**config.mk**
```make
export PLATFORM = sky130hd
export DESIGN_NAME = rv_fetch_buffer_flat
export DESIGN_NICKNAME = d
export VERILOG_FILES = /design/src/rtl/rv_pipeline_pkg.sv /design/src/rtl/rv_fetch_buffer_if.sv /design/src/rtl/rv_fetch_buffer_chk.sv /design/src/rtl/rv_sync_fifo.sv /design/src/rtl/rv_fetch_buffer.sv /design/src/flat_wrapper.sv
export SDC_FILE = /design/constraint.sdc
export NUM_CORES = 1
export LEC_CHECK = 0
export ABC_CLOCK_PERIOD_IN_PS = 5200
export BUFFER_PORTS_ARGS = -buffer_cell sky130_fd_sc_hd__buf_2
export CAP_MARGIN = 25
export CORE_ASPECT_RATIO = 0.6
export CORE_MARGIN = 1
export CORE_UTILIZATION = 60
export DETAILED_ROUTE_END_ITERATION = 8
export GPL_TIMING_DRIVEN = 1
export PLACE_DENSITY = 0.84
export SYNTH_ARGS = -nofsm -noshare
export SYNTH_HDL_FRONTEND = slang
export SYNTH_SLANG_ARGS = --single-unit
```
**constraint.sdc**
```tcl
create_clock -name clk -period 5.2 [get_ports clk]
set_input_delay 0.26 -clock clk [delete_from_list [all_inputs] [get_ports clk]]
set_output_delay 0.26 -clock clk [all_outputs]
set_load 0.02 [all_outputs]
```
**src/rtl/rv_pipeline_pkg.sv**
```systemverilog
// Shared constants for the pipelined RV32 core.
// Defaults used by the fetch front end and the IF/ID flush NOP.
package rv_pipeline_pkg;
    localparam int          XLEN_DEF     = 32;
    localparam logic [31:0] RESET_PC_DEF = 32'h0000_0000;
    localparam logic [31:0] NOP_INSTR    = 32'h0000_0013;
    localparam logic [31:0] INSTR_BYTES  = 32'd4;
endpackage

```
**src/rtl/rv_fetch_buffer_if.sv**
```systemverilog
// Instruction-memory, redirect and decode hand-off signals of the fetch front end.
// The master modport is the fetch buffer; the slave modport is its surroundings.
interface rv_fetch_buffer_if #(
    parameter int XLEN = 32
);
    logic            imem_req_valid;
    logic            imem_req_ready;
    logic [XLEN-1:0] imem_req_addr;
    logic            imem_rsp_valid;
    logic [31:0]     imem_rsp_data;
    logic            redirect_valid;
    logic [XLEN-1:0] redirect_pc;
    logic            dec_valid;
    logic            dec_ready;
    logic [31:0]     dec_instr;
    logic [XLEN-1:0] dec_pc;
    logic [XLEN-1:0] dec_pc_plus_4;

    modport master (
        output imem_req_valid, imem_req_addr, dec_valid, dec_instr, dec_pc, dec_pc_plus_4,
        input  imem_req_ready, imem_rsp_valid, imem_rsp_data, redirect_valid, redirect_pc,
               dec_ready
    );

    modport slave (
        input  imem_req_valid, imem_req_addr, dec_valid, dec_instr, dec_pc, dec_pc_plus_4,
        output imem_req_ready, imem_rsp_valid, imem_rsp_data, redirect_valid, redirect_pc,
               dec_ready
    );
endinterface

```
**src/rtl/rv_fetch_buffer_chk.sv**
```systemverilog
// Property checks for the fetch buffer; carries no functional logic.
module rv_fetch_buffer_chk (
    input logic clk,
    input logic reset,
    input logic push,
    input logic pop,
    input logic full
);
    a_fifo_no_overflow: assert property (@(posedge clk) disable iff (reset) !(push && full && !pop));
endmodule

```
**src/rtl/rv_sync_fifo.sv**
```systemverilog
// Synchronous FIFO with flush input; head data and count come straight from flops.
module rv_sync_fifo #(
    parameter int WIDTH = 32,
    parameter int DEPTH = 4
) (
    input  logic                         clk,
    input  logic                         reset,
    input  logic                         clear,
    input  logic                         push,
    input  logic                         pop,
    input  logic [WIDTH-1:0]             wr_data,
    output logic [WIDTH-1:0]             rd_data,
    output logic                         empty,
    output logic                         full,
    output logic [$clog2(DEPTH+1)-1:0]   count
);
    localparam int AW = $clog2(DEPTH);
    localparam int CW = $clog2(DEPTH+1);

    logic [WIDTH-1:0] mem_r [DEPTH];
    logic [AW-1:0]    wr_ptr_r;
    logic [AW-1:0]    rd_ptr_r;
    logic [CW-1:0]    count_r;
    logic             do_push_s;
    logic             do_pop_s;

    // Qualify push/pop; a push into a full FIFO is only taken alongside a pop.
    always_comb begin
        do_pop_s  = pop && (count_r != CW'(0));
        do_push_s = push && ((count_r != CW'(DEPTH)) || do_pop_s);
    end

    // Storage, pointers and occupancy; clear empties the FIFO without touching data.
    always_ff @(posedge clk) begin
        if (reset) begin
            wr_ptr_r <= AW'(0);
            rd_ptr_r <= AW'(0);
            count_r  <= CW'(0);
            for (int i = 0; i < DEPTH; i++) begin
                mem_r[i] <= WIDTH'(0);
            end
        end else if (clear) begin
            wr_ptr_r <= AW'(0);
            rd_ptr_r <= AW'(0);
            count_r  <= CW'(0);
        end else begin
            if (do_push_s) begin
                mem_r[wr_ptr_r] <= wr_data;
                wr_ptr_r        <= wr_ptr_r + AW'(1);
            end
            if (do_pop_s) begin
                rd_ptr_r <= rd_ptr_r + AW'(1);
            end
            count_r <= count_r + CW'(do_push_s) - CW'(do_pop_s);
        end
    end

    assign rd_data = mem_r[rd_ptr_r];
    assign empty   = (count_r == CW'(0));
    assign full    = (count_r == CW'(DEPTH));
    assign count   = count_r;
endmodule

```
**src/rtl/rv_fetch_buffer.sv**
```systemverilog
// Instruction-fetch front end: credit-limited IMEM requests, in-order prefetch FIFO,
// and redirect handling that squashes responses still in flight.
module rv_fetch_buffer
    import rv_pipeline_pkg::*;
#(
    parameter int              XLEN     = XLEN_DEF,
    parameter int              DEPTH    = 4,
    parameter logic [XLEN-1:0] RESET_PC = XLEN'(RESET_PC_DEF)
) (
    input logic              clk,
    input logic              reset,
    rv_fetch_buffer_if.master bus
);
    localparam int              CW      = $clog2(DEPTH+1);
    localparam int              IW      = CW + 1;
    localparam logic [XLEN-1:0] PC_STEP = XLEN'(INSTR_BYTES);

    logic [XLEN-1:0] fetch_pc_r;
    logic [XLEN-1:0] head_pc_r;
    logic [XLEN-1:0] head_pc_p4_r;
    logic [CW-1:0]   outstanding_r;
    logic [CW-1:0]   drop_cnt_r;
    logic [CW-1:0]   count_s;
    logic [CW-1:0]   out_after_rsp_s;
    logic [IW-1:0]   inflight_s;
    logic            req_valid_s;
    logic            req_fire_s;
    logic            rsp_s;
    logic            push_s;
    logic            pop_s;
    logic            fifo_empty_s;
    logic            fifo_full_s;
    logic [31:0]     fifo_data_s;

    // Credit check uses registered occupancy only, so a same-cycle pop earns nothing.
    always_comb begin
        inflight_s  = {1'b0, count_s} + {1'b0, outstanding_r};
        req_valid_s = !reset && !bus.redirect_valid && (inflight_s < IW'(DEPTH));
        req_fire_s  = req_valid_s && bus.imem_req_ready;
        rsp_s       = bus.imem_rsp_valid;
        pop_s       = !fifo_empty_s && bus.dec_ready;
        push_s      = rsp_s && (drop_cnt_r == CW'(0)) && !bus.redirect_valid;
        if (rsp_s && (outstanding_r != CW'(0))) begin
            out_after_rsp_s = outstanding_r - CW'(1);
        end else begin
            out_after_rsp_s = outstanding_r;
        end
    end

    // PC and credit bookkeeping; a redirect overrides every other event in its cycle.
    always_ff @(posedge clk) begin
        if (reset) begin
            fetch_pc_r    <= RESET_PC;
            head_pc_r     <= RESET_PC;
            head_pc_p4_r  <= RESET_PC + PC_STEP;
            outstanding_r <= CW'(0);
            drop_cnt_r    <= CW'(0);
        end else if (bus.redirect_valid) begin
            fetch_pc_r    <= bus.redirect_pc;
            head_pc_r     <= bus.redirect_pc;
            head_pc_p4_r  <= bus.redirect_pc + PC_STEP;
            outstanding_r <= out_after_rsp_s;
            // Every response still owed belongs to the old path.
            drop_cnt_r    <= out_after_rsp_s;
        end else begin
            if (req_fire_s) begin
                fetch_pc_r <= fetch_pc_r + PC_STEP;
            end
            if (pop_s) begin
                head_pc_r    <= head_pc_p4_r;
                head_pc_p4_r <= head_pc_p4_r + PC_STEP;
            end
            outstanding_r <= out_after_rsp_s + CW'(req_fire_s);
            if (rsp_s && (drop_cnt_r != CW'(0))) begin
                drop_cnt_r <= drop_cnt_r - CW'(1);
            end
        end
    end

    rv_sync_fifo #(
        .WIDTH (32),
        .DEPTH (DEPTH)
    ) u_fifo (
        .clk     (clk),
        .reset   (reset),
        .clear   (bus.redirect_valid),
        .push    (push_s),
        .pop     (pop_s),
        .wr_data (bus.imem_rsp_data),
        .rd_data (fifo_data_s),
        .empty   (fifo_empty_s),
        .full    (fifo_full_s),
        .count   (count_s)
    );

    rv_fetch_buffer_chk u_chk (
        .clk   (clk),
        .reset (reset),
        .push  (push_s),
        .pop   (pop_s),
        .full  (fifo_full_s)
    );

    assign bus.imem_req_valid = req_valid_s;
    assign bus.imem_req_addr  = fetch_pc_r;
    assign bus.dec_valid      = !fifo_empty_s;
    assign bus.dec_instr      = fifo_data_s;
    assign bus.dec_pc         = head_pc_r;
    assign bus.dec_pc_plus_4  = head_pc_p4_r;
endmodule

```
**src/flat_wrapper.sv**
```systemverilog
// flat-port wrapper written by rule: the top's interface ports become plain ports
module rv_fetch_buffer_flat import rv_pipeline_pkg::*;
#(
    parameter int              XLEN     = XLEN_DEF,
    parameter int              DEPTH    = 4,
    parameter logic [XLEN-1:0] RESET_PC = XLEN'(RESET_PC_DEF)
)
  (clk, reset, bus_imem_req_valid, bus_imem_req_addr, bus_dec_valid, bus_dec_instr, bus_dec_pc, bus_dec_pc_plus_4, bus_imem_req_ready, bus_imem_rsp_valid, bus_imem_rsp_data, bus_redirect_valid, bus_redirect_pc, bus_dec_ready);
  rv_fetch_buffer_if #(.XLEN(XLEN)) bus_i ();
  input logic clk;
  input logic reset;
  output wire logic [$bits(bus_i.imem_req_valid)-1:0] bus_imem_req_valid;
  output wire logic [$bits(bus_i.imem_req_addr)-1:0] bus_imem_req_addr;
  output wire logic [$bits(bus_i.dec_valid)-1:0] bus_dec_valid;
  output wire logic [$bits(bus_i.dec_instr)-1:0] bus_dec_instr;
  output wire logic [$bits(bus_i.dec_pc)-1:0] bus_dec_pc;
  output wire logic [$bits(bus_i.dec_pc_plus_4)-1:0] bus_dec_pc_plus_4;
  input wire logic [$bits(bus_i.imem_req_ready)-1:0] bus_imem_req_ready;
  input wire logic [$bits(bus_i.imem_rsp_valid)-1:0] bus_imem_rsp_valid;
  input wire logic [$bits(bus_i.imem_rsp_data)-1:0] bus_imem_rsp_data;
  input wire logic [$bits(bus_i.redirect_valid)-1:0] bus_redirect_valid;
  input wire logic [$bits(bus_i.redirect_pc)-1:0] bus_redirect_pc;
  input wire logic [$bits(bus_i.dec_ready)-1:0] bus_dec_ready;
  assign bus_imem_req_valid = bus_i.imem_req_valid;
  assign bus_imem_req_addr = bus_i.imem_req_addr;
  assign bus_dec_valid = bus_i.dec_valid;
  assign bus_dec_instr = bus_i.dec_instr;
  assign bus_dec_pc = bus_i.dec_pc;
  assign bus_dec_pc_plus_4 = bus_i.dec_pc_plus_4;
  assign bus_i.imem_req_ready = bus_imem_req_ready;
  assign bus_i.imem_rsp_valid = bus_imem_rsp_valid;
  assign bus_i.imem_rsp_data = bus_imem_rsp_data;
  assign bus_i.redirect_valid = bus_redirect_valid;
  assign bus_i.redirect_pc = bus_redirect_pc;
  assign bus_i.dec_ready = bus_dec_ready;
  rv_fetch_buffer #(.XLEN(XLEN), .DEPTH(DEPTH), .RESET_PC(RESET_PC)) u_core (.clk(clk), .reset(reset), .bus(bus_i));
endmodule
```
==> flow_summary_export.csv, run 1 <==
group,metric,value,unit
worst_hold_path,holdCritStartpoint,"bus_redirect_pc[17]",
layout,layout.nets,1372,
worst_hold_path,min_to,"u_core.bus.imem_req_addr[17]$_SDFFE_PP0P_",
synth,yosysMostFrequentCell,"nand2_1",
worst_setup_path,regToRegStartpoint,"u_core.bus.dec_pc_plus_4[2]$_SDFFE_PP1N_",
layout,stdcell_area,0.0136,mm²
placement,io_buffers,199,
worst_setup_path,critPathArrivalTime,3.58,ns
global_routing,grt.met3_usage,6.70,%
synth,async_reset_ff_share,0,%
placement,gp_congestion,0.915,
global_routing,grt_overflow_total,0,
synth,postSynthAreaPerCell,10.4,µm²
sta,tns,0,ns
clocking,cts.sinks,239,
job,maxCapViolCount,0,
clocking,htreeDepth,1,
floorplan,die_area,0.0200,mm²
worst_setup_path,r2r_slack,2.06,ns
global_routing,met1_usage,44.5,%
global_routing,grt_start_max_net_pins,68,
clocking,hold_buffers,0,
layout,n_antenna_cell,0,
synth,synth.area.top_cells,"edfxtp_1 33%, dfxtp_1 19%, mux4_2 6.2%",
route,vias,9548,
synth,yosys_warnings,0,
pwr,leakage,5.49,nW
sta,fin_crit_sh,60.4,%
clocking,cts_tree,"yes",
route,wl_per_cell,19.4,µm
floorplan,initial_core_util,61.4,%
layout,fill_cells,1400,
worst_hold_path,hold_depth,3,
clocking,post_cts_buffers,0,
floorplan,io_pins,200,
pwr,vdd_drop_max,0.000244,V
synth,synth_fp_nets,1202,
global_routing,grt_pass1_vias,8523,
worst_setup_path,start_kind,"register",
clocking,ctsResizeCount,0,
worst_setup_path,ff2ff_path_depth,8,
clocking,root_buffer,"clkbuf_16",
synth,synthTopCellsByCount,"145 x nand2_1, 128 x edfxtp_1, 111 x dfxtp_1",
route,ant_nets,0,
sta,max_slew_margin,26.8,%
clocking,numCtsBuffers,23,
run_status,status,"finished clean",
global_routing,grt.busiest_layer,"met1",
global_routing,grt_pass1_wl,45900,µm
global_routing,grt_use_total,29.2,%
placement,placed_cell_area,0.0129,mm²
synth,yosys_most_used_dff,"edfxtp_1",
global_routing,use_met2,42.1,%
pwr,power_density,336,mW/mm²
worst_setup_path,path_class,"reg2reg",
worst_setup_path,crit_path_end_kind,"register",
route,drt_iter0_drc,974,
worst_hold_path,hold_class,"in2reg",
sta,post-route-min-period,3.14,ns
layout,layout-drive-gt1-share,23.2,%
layout,final_cells,1551,
placement,place_hpwl,20000,µm
floorplan,fp.dieW,182,µm
synth,ys_ff_latch,239,
synth,synth.largest_area_cell,"edfxtp_1",
synth,netlist_area,0.0117,mm²
route,wl,30100,µm
floorplan,row_count,39,
floorplan,fp.dieH,110,µm
sta,fin_worst_skew,0.00801,ns
sta,drv_slew,0,
clocking,clockBufferDepth,3,
worst_setup_path,critPathMaxFanout,9,
layout,area_growth,16.7,%
synth,synth_top_area_share,32.9,%
sta,max_freq,319,MHz
route,dr.pass1.iters,6,
route,vias_per_cell,6.16,
sta,setup_violations,0,
synth,syn_inst,1119,
synth,synth_edf_count,128,
sta,worst_slew_pin_slew,1.09,ns
global_routing,antenna_found_initial,0,
worst_setup_path,r2r-end,"u_core.bus.dec_pc_plus_4[28]$_SDFFE_PP0N_",
sta,rsz0062_at_grt,"false",
placement,dpl.cell_count,1507,
clocking,clkLatencyLatePin,0.51,ns
route,drc,0,
synth,ys_types,61,
synth,synth-seq-area-share,51.9,%
worst_setup_path,critPathRequiredTime,5.65,ns
floorplan,core_area,0.0190,mm²
pwr,power,4.59,mW
clocking,clk_pin_slew,0.07,ns
sta,hold_viol_final,0,
-- critical path, cell delays in order, from the launching register on --
cell and delay [ns]:
dfxtp_1 0.39, inv_1 0.08, o21ai_0 0.26, ha_1 0.30, a21boi_1 0.76, nand3_1 0.26, a2111oi_0 0.56, mux2_2 0.39
nor2_1 0.07
-- worst max-delay path by stage --
stage | start | endpoint | slack (ns) | depth (start not counted)
floorplan | u_core.drop_cnt_r[0]$_SDFFE_PP0P_ | u_core.u_fifo.mem_r[1][0]$_SDFFCE_PN0P_ | 2.08 | 6
global placement | bus_redirect_valid | u_core.bus.dec_pc_plus_4[28]$_SDFFE_PP0N_ | 2.00 | 8
detailed placement | bus_redirect_valid | u_core.bus.dec_pc_plus_4[28]$_SDFFE_PP0N_ | 1.79 | 8
CTS | u_core.drop_cnt_r[0]$_SDFFE_PP0P_ | u_core.u_fifo.mem_r[2][6]$_SDFFCE_PN0P_ | 1.81 | 9
global route | u_core.drop_cnt_r[0]$_SDFFE_PP0P_ | u_core.u_fifo.mem_r[2][11]$_SDFFCE_PN0P_ | 1.85 | 10
finish | u_core.bus.dec_pc_plus_4[2]$_SDFFE_PP1N_ | u_core.bus.dec_pc_plus_4[28]$_SDFFE_PP0N_ | 2.06 | 8
-- per-layer routing --
metal | wire length [µm] | part of all wire [%] | vias to the layer above
met5 | 0 | 0 | -
met4 | 440 | 1.5 | 0
met3 | 3090 | 10 | 37
met2 | 12900 | 43 | 528
met1 | 13700 | 45 | 4595
li1 | - | - | 4388
-- final cells by class --
class | count | area, µm² | share of cell area [%]
Clock buffer | 27 | 601 | 4.41
Clock inverter | 14 | 123 | 0.899
Inverter | 24 | 90.1 | 0.661
Multi-Input combinational cell | 783 | 5260 | 38.6
Sequential cell | 239 | 6070 | 44.5
Tap cell | 246 | 308 | 2.26
Timing Repair Buffer | 218 | 1180 | 8.68
-- sequential cells by signal, indices dropped and copies added (netlist names), named ones only --
| signal | cells |
|---|---|
| u_core.bus.imem_req_addr | 32 |
| u_core.bus.dec_pc_plus_4 | 32 |
| u_core.outstanding_r | 3 |
| u_core.u_fifo.wr_ptr_r | 2 |
| u_core.u_fifo.count | 3 |
| u_core.bus.dec_pc | 32 |
| u_core.u_fifo.rd_ptr_r | 2 |
| u_core.u_fifo.mem_r | 128 |
| u_core.drop_cnt_r | 3 |
-- cells in the final DEF (no fill, tap or decap), drive strengths merged, types with 21 or more instances in the layout --
master    n
and2    103
a211oi   24
nand4    30
buf     218
nor2     63
clkbuf   27
inv      23
dfxtp   111
edfxtp  128
a21oi    62
nand2   145
mux4     32
o21ai    21
xnor2    39
nand3    49
and3     41
-- logic make-up (layout without fill, tap and decap cells) --
group / count (synthesis) / count (layout) / synth area share, %
multiplexers: 49 / 49 / 7.68
AND/OR/NAND/NOR: 483 / 483 / 21.3
XOR/XNOR: 59 / 59 / 4.42
buffers and inverters: 97 / 283 / 3.25
AO/OA/AOI/OAI: 179 / 179 / 9.91
flip-flops: 239 / 239 / 51.9
adder cells (fa/ha/maj): 13 / 13 / 1.46
-- stage by stage --
| stage | hold slack, ns | setup WS [ns] | utilization [%] |
|---|---|---|---|
| floorplan | 0.404 | 2.08 | - |
| global placement | 0.441 | 2.00 | 67.5 |
| detailed placement | 0.445 | 1.79 | 67.6 |
| CTS | 0.0130 | 1.81 | 71.4 |
| global route | 0.0187 | 1.85 | 71.6 |
| finish | 0.0347 | 2.06 | 71.6 |
-- where the power goes --
group	total (mW)	internal, mW	switching [mW]
clock network	1.64	0.924	0.712
logic	0.735	0.271	0.464
registers	2.22	2.13	0.0894
total	4.59	3.32	1.27
Note: power is estimated with default switching activity, not from simulation.
==> run 2, diff against run 1 <==
Settings changed: ABC_CLOCK_PERIOD_IN_PS 5200 to 2900, CORE_UTILIZATION 60 to 57, PLACE_DENSITY 0.84 to 0.81.
Clock period 5.2 ns to 2.9 ns, I/O delays scaled along.
==> run 2 against run 1 <==
Combinational power is 89% higher; setup slack lost 1.7 ns; hold slack worse by 0.016 ns; critical endpoint unchanged; register-to-register slack worse by 1.7 ns; first-iteration DRC count grew 3.0%; via count grew 2.5%; global-route usage grew 0.51 points; largest power group unchanged.
==> flow_summary_export.csv, run 2 (same netlist as run 1, synthesis figures left out) <==
group,metric,value,unit
run_status,status,"finished clean",
placement,dpl.cell_count,1554,
worst_setup_path,critPathCapture,"u_core.bus.dec_pc_plus_4[28]$_SDFFE_PP0N_",
sta,tns,0,ns
global_routing,grt_start_max_net_pins,65,
pwr,power_density,587,mW/mm²
route,vias_per_cell,5.95,
pwr,leakage,5.82,nW
sta,post-route-min-period,2.55,ns
sta,rsz0062_at_grt,"false",
sta,drv_slew,0,
layout,n_antenna_cell,0,
layout,area.sequential,0.00607,mm²
global_routing,grt_pass1_wl,49700,µm
worst_setup_path,r2r-end,"u_core.bus.dec_pc_plus_4[28]$_SDFFE_PP0N_",
worst_setup_path,critPathArrivalTime,3.00,ns
clocking,numCtsBuffers,23,
clocking,clockBufferDepth,3,
pwr,vdd_drop_max,0.000517,V
clocking,cts.sinks,239,
worst_setup_path,regToRegStartpoint,"u_core.bus.dec_pc_plus_4[3]$_SDFFE_PP0N_",
sta,hold_viol_final,0,
layout,final_cells,1644,
worst_setup_path,worst-path-buf-inv,1,
route,wl_per_cell,19.2,µm
layout,multiInputGateArea,0.00527,mm²
route,ant_nets,0,
clocking,cts_tree,"yes",
placement,place_hpwl,20600,µm
layout,area_growth,23.1,%
placement,gp_congestion,0.945,
sta,max_slew_margin,33.9,%
route,drt_iter0_drc,1003,
worst_setup_path,path_class,"reg2reg",
clocking,clkLatencyLatePin,0.51,ns
worst_setup_path,cpPeakStageDelay,0.50,ns
sta,fin_crit_sh,88.1,%
worst_setup_path,crit_path_end_kind,"register",
worst_hold_path,hold_class,"in2reg",
layout,layout-drive-gt1-share,23.6,%
layout,largest_reg_flops,128,
global_routing,grt_pass1_vias,9059,
layout,final_common_cell,"buf_2",
worst_setup_path,critPathRequiredTime,3.34,ns
global_routing,antenna_found_initial,0,
worst_hold_path,holdCritStartpoint,"bus_redirect_pc[3]",
route,dr.pass1.iters,6,
floorplan,initial_core_util,58.3,%
route,drc,0,
floorplan,row_count,40,
worst_setup_path,critPathMaxFanout,5,
floorplan,fp.dieH,113,µm
route,vias,9782,
clocking,hold_buffers,49,
global_routing,grt_overflow_total,0,
layout,regMostFlops,"u_core.u_fifo.mem_r",
layout,layout.nets,1439,
clocking,clk_pin_slew,0.07,ns
worst_setup_path,start_kind,"register",
worst_setup_path,r2r_slack,0.35,ns
clocking,htreeDepth,1,
sta,fin_worst_skew,0.0130,ns
layout,fill_cells,1439,
worst_setup_path,slowest_stage,"a2111oi_0",
placement,io_buffers,199,
layout,final_cell_mix,"197 x buf_2, 145 x nand2_1, 128 x edfxtp_1",
clocking,post_cts_buffers,0,
sta,max_freq,392,MHz
worst_setup_path,ff2ff_path_depth,8,
job,maxCapViolCount,0,
placement,dp_slack,0.352,ns
worst_setup_path,cp-startpoint,"u_core.bus.dec_pc_plus_4[3]$_SDFFE_PP0N_",
worst_setup_path,cp_cell_sequence,"inv_1, o21ai_0, ha_1, a21boi_2, nand3_1, a2111oi_0, mux2_2, nor2_1",
route,wl,31500,µm
worst_setup_path,cp_num_cells,8,
floorplan,die_area,0.0211,mm²
sta,setup_slack,0.347,ns
sta,worst_slew_pin_slew,0.987,ns
clocking,root_buffer,"clkbuf_16",
global_routing,grt_use_total,29.7,%
worst_setup_path,crit_family,"compound AO/OA/AOI/OAI gates",
floorplan,fp.dieW,187,µm
sta,setup_violations,0,
clocking,ctsResizeCount,0,
floorplan,core_area,0.0200,mm²
floorplan,io_pins,200,
run 2: worst min path at each step:
stage / depth (start not counted) / end
floorplan: 2 / u_core.bus.dec_pc[6]$_SDFFE_PP0N_
global placement: 3 / u_core.bus.imem_req_addr[17]$_SDFFE_PP0P_
detailed placement: 3 / u_core.bus.imem_req_addr[17]$_SDFFE_PP0P_
CTS: 3 / u_core.bus.dec_pc_plus_4[26]$_SDFFE_PP0N_
global route: 3 / u_core.bus.imem_req_addr[29]$_SDFFE_PP0P_
finish: 4 / u_core.bus.imem_req_addr[3]$_SDFFE_PP0P_
run 2: power by group:
group          switching, mW  internal, mW  total (mW)
Clock                   1.29          1.79        3.08
Combinational          0.844         0.543        1.39
Sequential             0.159          3.81        3.97
run 2: worst reg2reg max path: stages, from the launching register on:
cell	delay, ns
dfxtp_1	0.42
inv_1	0.07
o21ai_0	0.26
ha_1	0.30
a21boi_2	0.31
nand3_1	0.17
a2111oi_0	0.50
mux2_2	0.39
nor2_1	0.07
run 2: final cells by class:
class                      instances  area share, %
multi-input combinational        783           36.6
clock inverter                    11          0.749
tap                              273           2.38
timing repair buffer             285           12.8
inverter                          24          0.627
clock buffer                      29           4.60
sequential                       239           42.2
run 2: layer usage:
layer | GRT usage, % | vias to the layer above | part of all wire (%)
met2 | 43.1 | 544 | 42
met1 | 46.1 | 4667 | 45
li1 | - | 4531 | -
met3 | 6.45 | 40 | 12
met4 | 5.03 | 0 | 1.2
met5 | 0 | - | 0
run 2: stage by stage:
| step | area, µm² | power, mW | hold WS, ns | util, % |
|---|---|---|---|---|
| detailed placement | 13100 | 5.35 | 0.432 | 65.4 |
| global placement | 13100 | 5.32 | 0.428 | 65.4 |
| global route | 14400 | 8.74 | 0.0124 | 71.8 |
| CTS | 14300 | 8.45 | 0.00191 | 71.7 |
| floorplan | 11700 | 4.86 | 0.289 | - |
| finish | 14400 | 8.43 | 0.0185 | 71.8 |
==> run 3, diff against run 2 <==
Settings changed: CORE_UTILIZATION 57 to 55, PLACE_DENSITY 0.81 to 0.78.
==> run 3 against run 2 <==
Global-route usage down 0.68 points; register-to-register slack better by 0.08 ns; sequential share of layout area up 0.16 points; non-clock buffer count down 1; setup slack better by 0.078 ns; fmax up 3.2%; highest routed layer unchanged.
==> flow_summary_export.csv, run 3 (same netlist as run 1, synthesis figures left out) <==
group,metric,value,unit
sta,rsz0062_at_grt,"false",
sta,fin_worst_skew,0.0197,ns
global_routing,grt_pass1_wl,49600,µm
floorplan,core_area,0.0204,mm²
global_routing,grt_pass1_vias,8987,
placement,io_buffers,199,
global_routing,grt_start_max_net_pins,73,
route,vias_per_cell,5.95,
clocking,numCtsBuffers,23,
run_status,status,"finished clean",
clocking,post_cts_buffers,0,
sta,max_freq,404,MHz
job,maxCapViolCount,0,
sta,max_slew_margin,36.7,%
floorplan,fp.dieH,115,µm
worst_setup_path,worst-path-buf-inv,1,
route,drt_iter0_drc,907,
worst_setup_path,crit_path_end_kind,"register",
floorplan,io_pins,200,
floorplan,row_count,40,
layout,multiInputGateArea,0.00525,mm²
worst_setup_path,path_class,"reg2reg",
clocking,root_buffer,"clkbuf_16",
worst_setup_path,crit_family,"compound AO/OA/AOI/OAI gates",
layout,area_growth,22.6,%
clocking,htreeDepth,1,
route,wl_per_cell,19.4,µm
layout,final_common_cell,"buf_2",
sta,post-route-min-period,2.48,ns
placement,place_hpwl,21500,µm
worst_hold_path,hold_class,"in2reg",
sta,hold_viol_final,0,
global_routing,grt_overflow_total,0,
floorplan,die_area,0.0218,mm²
layout,final_util,70.1,%
layout,n_antenna_cell,0,
clocking,cts_tree,"yes",
pwr,power_density,597,mW/mm²
floorplan,initial_core_util,57.2,%
clocking,clkLatencyLatePin,0.51,ns
sta,setup_violations,0,
route,ant_nets,0,
route,vias,9769,
layout,fill_cells,1519,
route,dr.pass1.iters,6,
pwr,leakage,5.80,nW
sta,fin_crit_sh,85.3,%
placement,gp_congestion,0.950,
layout,layout-drive-gt1-share,23.4,%
layout,area.sequential,0.00607,mm²
clocking,ctsResizeCount,0,
worst_setup_path,slowest_stage,"a2111oi_0",
sta,worst_slew_pin_slew,0.947,ns
worst_setup_path,cp_cell_sequence,"inv_1, o21ai_0, ha_1, a21boi_2, nand3_1, a2111oi_0, mux2_2, nor2_1",
worst_setup_path,cpPeakStageDelay,0.47,ns
worst_setup_path,critPathArrivalTime,2.91,ns
worst_setup_path,critPathRequiredTime,3.34,ns
pwr,vdd_drop_max,0.000419,V
sta,drv_slew,0,
global_routing,grt_use_total,29.0,%
route,drc,0,
worst_setup_path,start_kind,"register",
sta,tns,0,ns
global_routing,antenna_found_initial,0,
layout,regMostFlops,"u_core.u_fifo.mem_r",
layout,final_cell_mix,"197 x buf_2, 145 x nand2_1, 128 x edfxtp_1",
clocking,clk_pin_slew,0.07,ns
clocking,clockBufferDepth,3,
route,wl,31900,µm
floorplan,fp.dieW,190,µm
layout,layout.nets,1438,
clocking,cts.sinks,239,
worst_setup_path,critPathMaxFanout,5,
layout,largest_reg_flops,128,
run 3: cell types whose count changed in the layout (fill, tap and decap cells not counted), sizes merged:
cell | previous run | this run
bufinv | 2 | 5
clkbuf | 29 | 26
dlygate4sd3 | 49 | 47
buf | 236 | 237
clkinv | 4 | 5
clkinvlp | 4 | 3
inv | 25 | 24
run 3: timing repair:
action / in CTS / in global routing
hold buffers: 47 / 0
endpoints found under the setup margin: 0 / 0
endpoints found under the hold margin: 141 / 0
run 3: area by class of cell:
cell class	count	share of cell area, %
clock inverter	13	1.35
clock buffer	26	4.10
tap	273	2.39
inverter	24	0.629
multi-input combinational	783	36.7
timing repair buffer	284	12.5
sequential	239	42.4
run 3: power by group:
| part | internal [mW] | total, mW | switching, mW |
|---|---|---|---|
| Sequential | 3.81 | 3.97 | 0.161 |
| Clock | 1.90 | 3.20 | 1.30 |
| Combinational | 0.536 | 1.38 | 0.842 |
| Total | 6.25 | 8.55 | 2.30 |
run 3: final timing paths:
path              slack [ns]                                   endpoint  cells after the start                                startpoint
setup reg to reg        0.42  u_core.bus.dec_pc_plus_4[28]$_SDFFE_PP0N_                      8  u_core.bus.dec_pc_plus_4[2]$_SDFFE_PP1N_
hold / removal          0.02         u_core.bus.dec_pc[20]$_SDFFE_PP0N_                      3                       bus_redirect_pc[20]
hold reg to reg         0.45   u_core.bus.imem_req_addr[1]$_SDFFE_PP0P_                      2  u_core.bus.imem_req_addr[1]$_SDFFE_PP0P_
setup / recovery        0.42  u_core.bus.dec_pc_plus_4[28]$_SDFFE_PP0N_                      8  u_core.bus.dec_pc_plus_4[2]$_SDFFE_PP1N_
run 3: worst min-delay path, stage by stage:
cell and delay, ns:
buf_2 0.19, a21oi_1 0.09, nor2_1 0.07
run 3: layer usage:
layer	vias to the layer above	track usage, %	wire (µm)
met1	4694	46.3	15100
met4	0	4.52	380
met2	520	40.9	13100
met5	-	0	0
li1	4519	-	-
met3	36	6.01	3350
run 3: metrics by stage:
stage / worst slack [ns] / power [mW] / hold slack, ns / instance area, µm² / std cells
6_report: 0.425 / 8.55 / 0.0247 / 14300 / 1642
5_1_grt: 0.231 / 8.85 / 0.0198 / 14300 / 1642
4_1_cts: 0.394 / 8.55 / 0.00156 / 14300 / 1641
3_5_place_dp: 0.395 / 5.35 / 0.438 / 13100 / 1555
3_3_place_gp: 0.410 / 5.32 / 0.430 / 13100 / 1555
2_1_floorplan: 0.0722 / 4.86 / 0.289 / 11700 / 1119
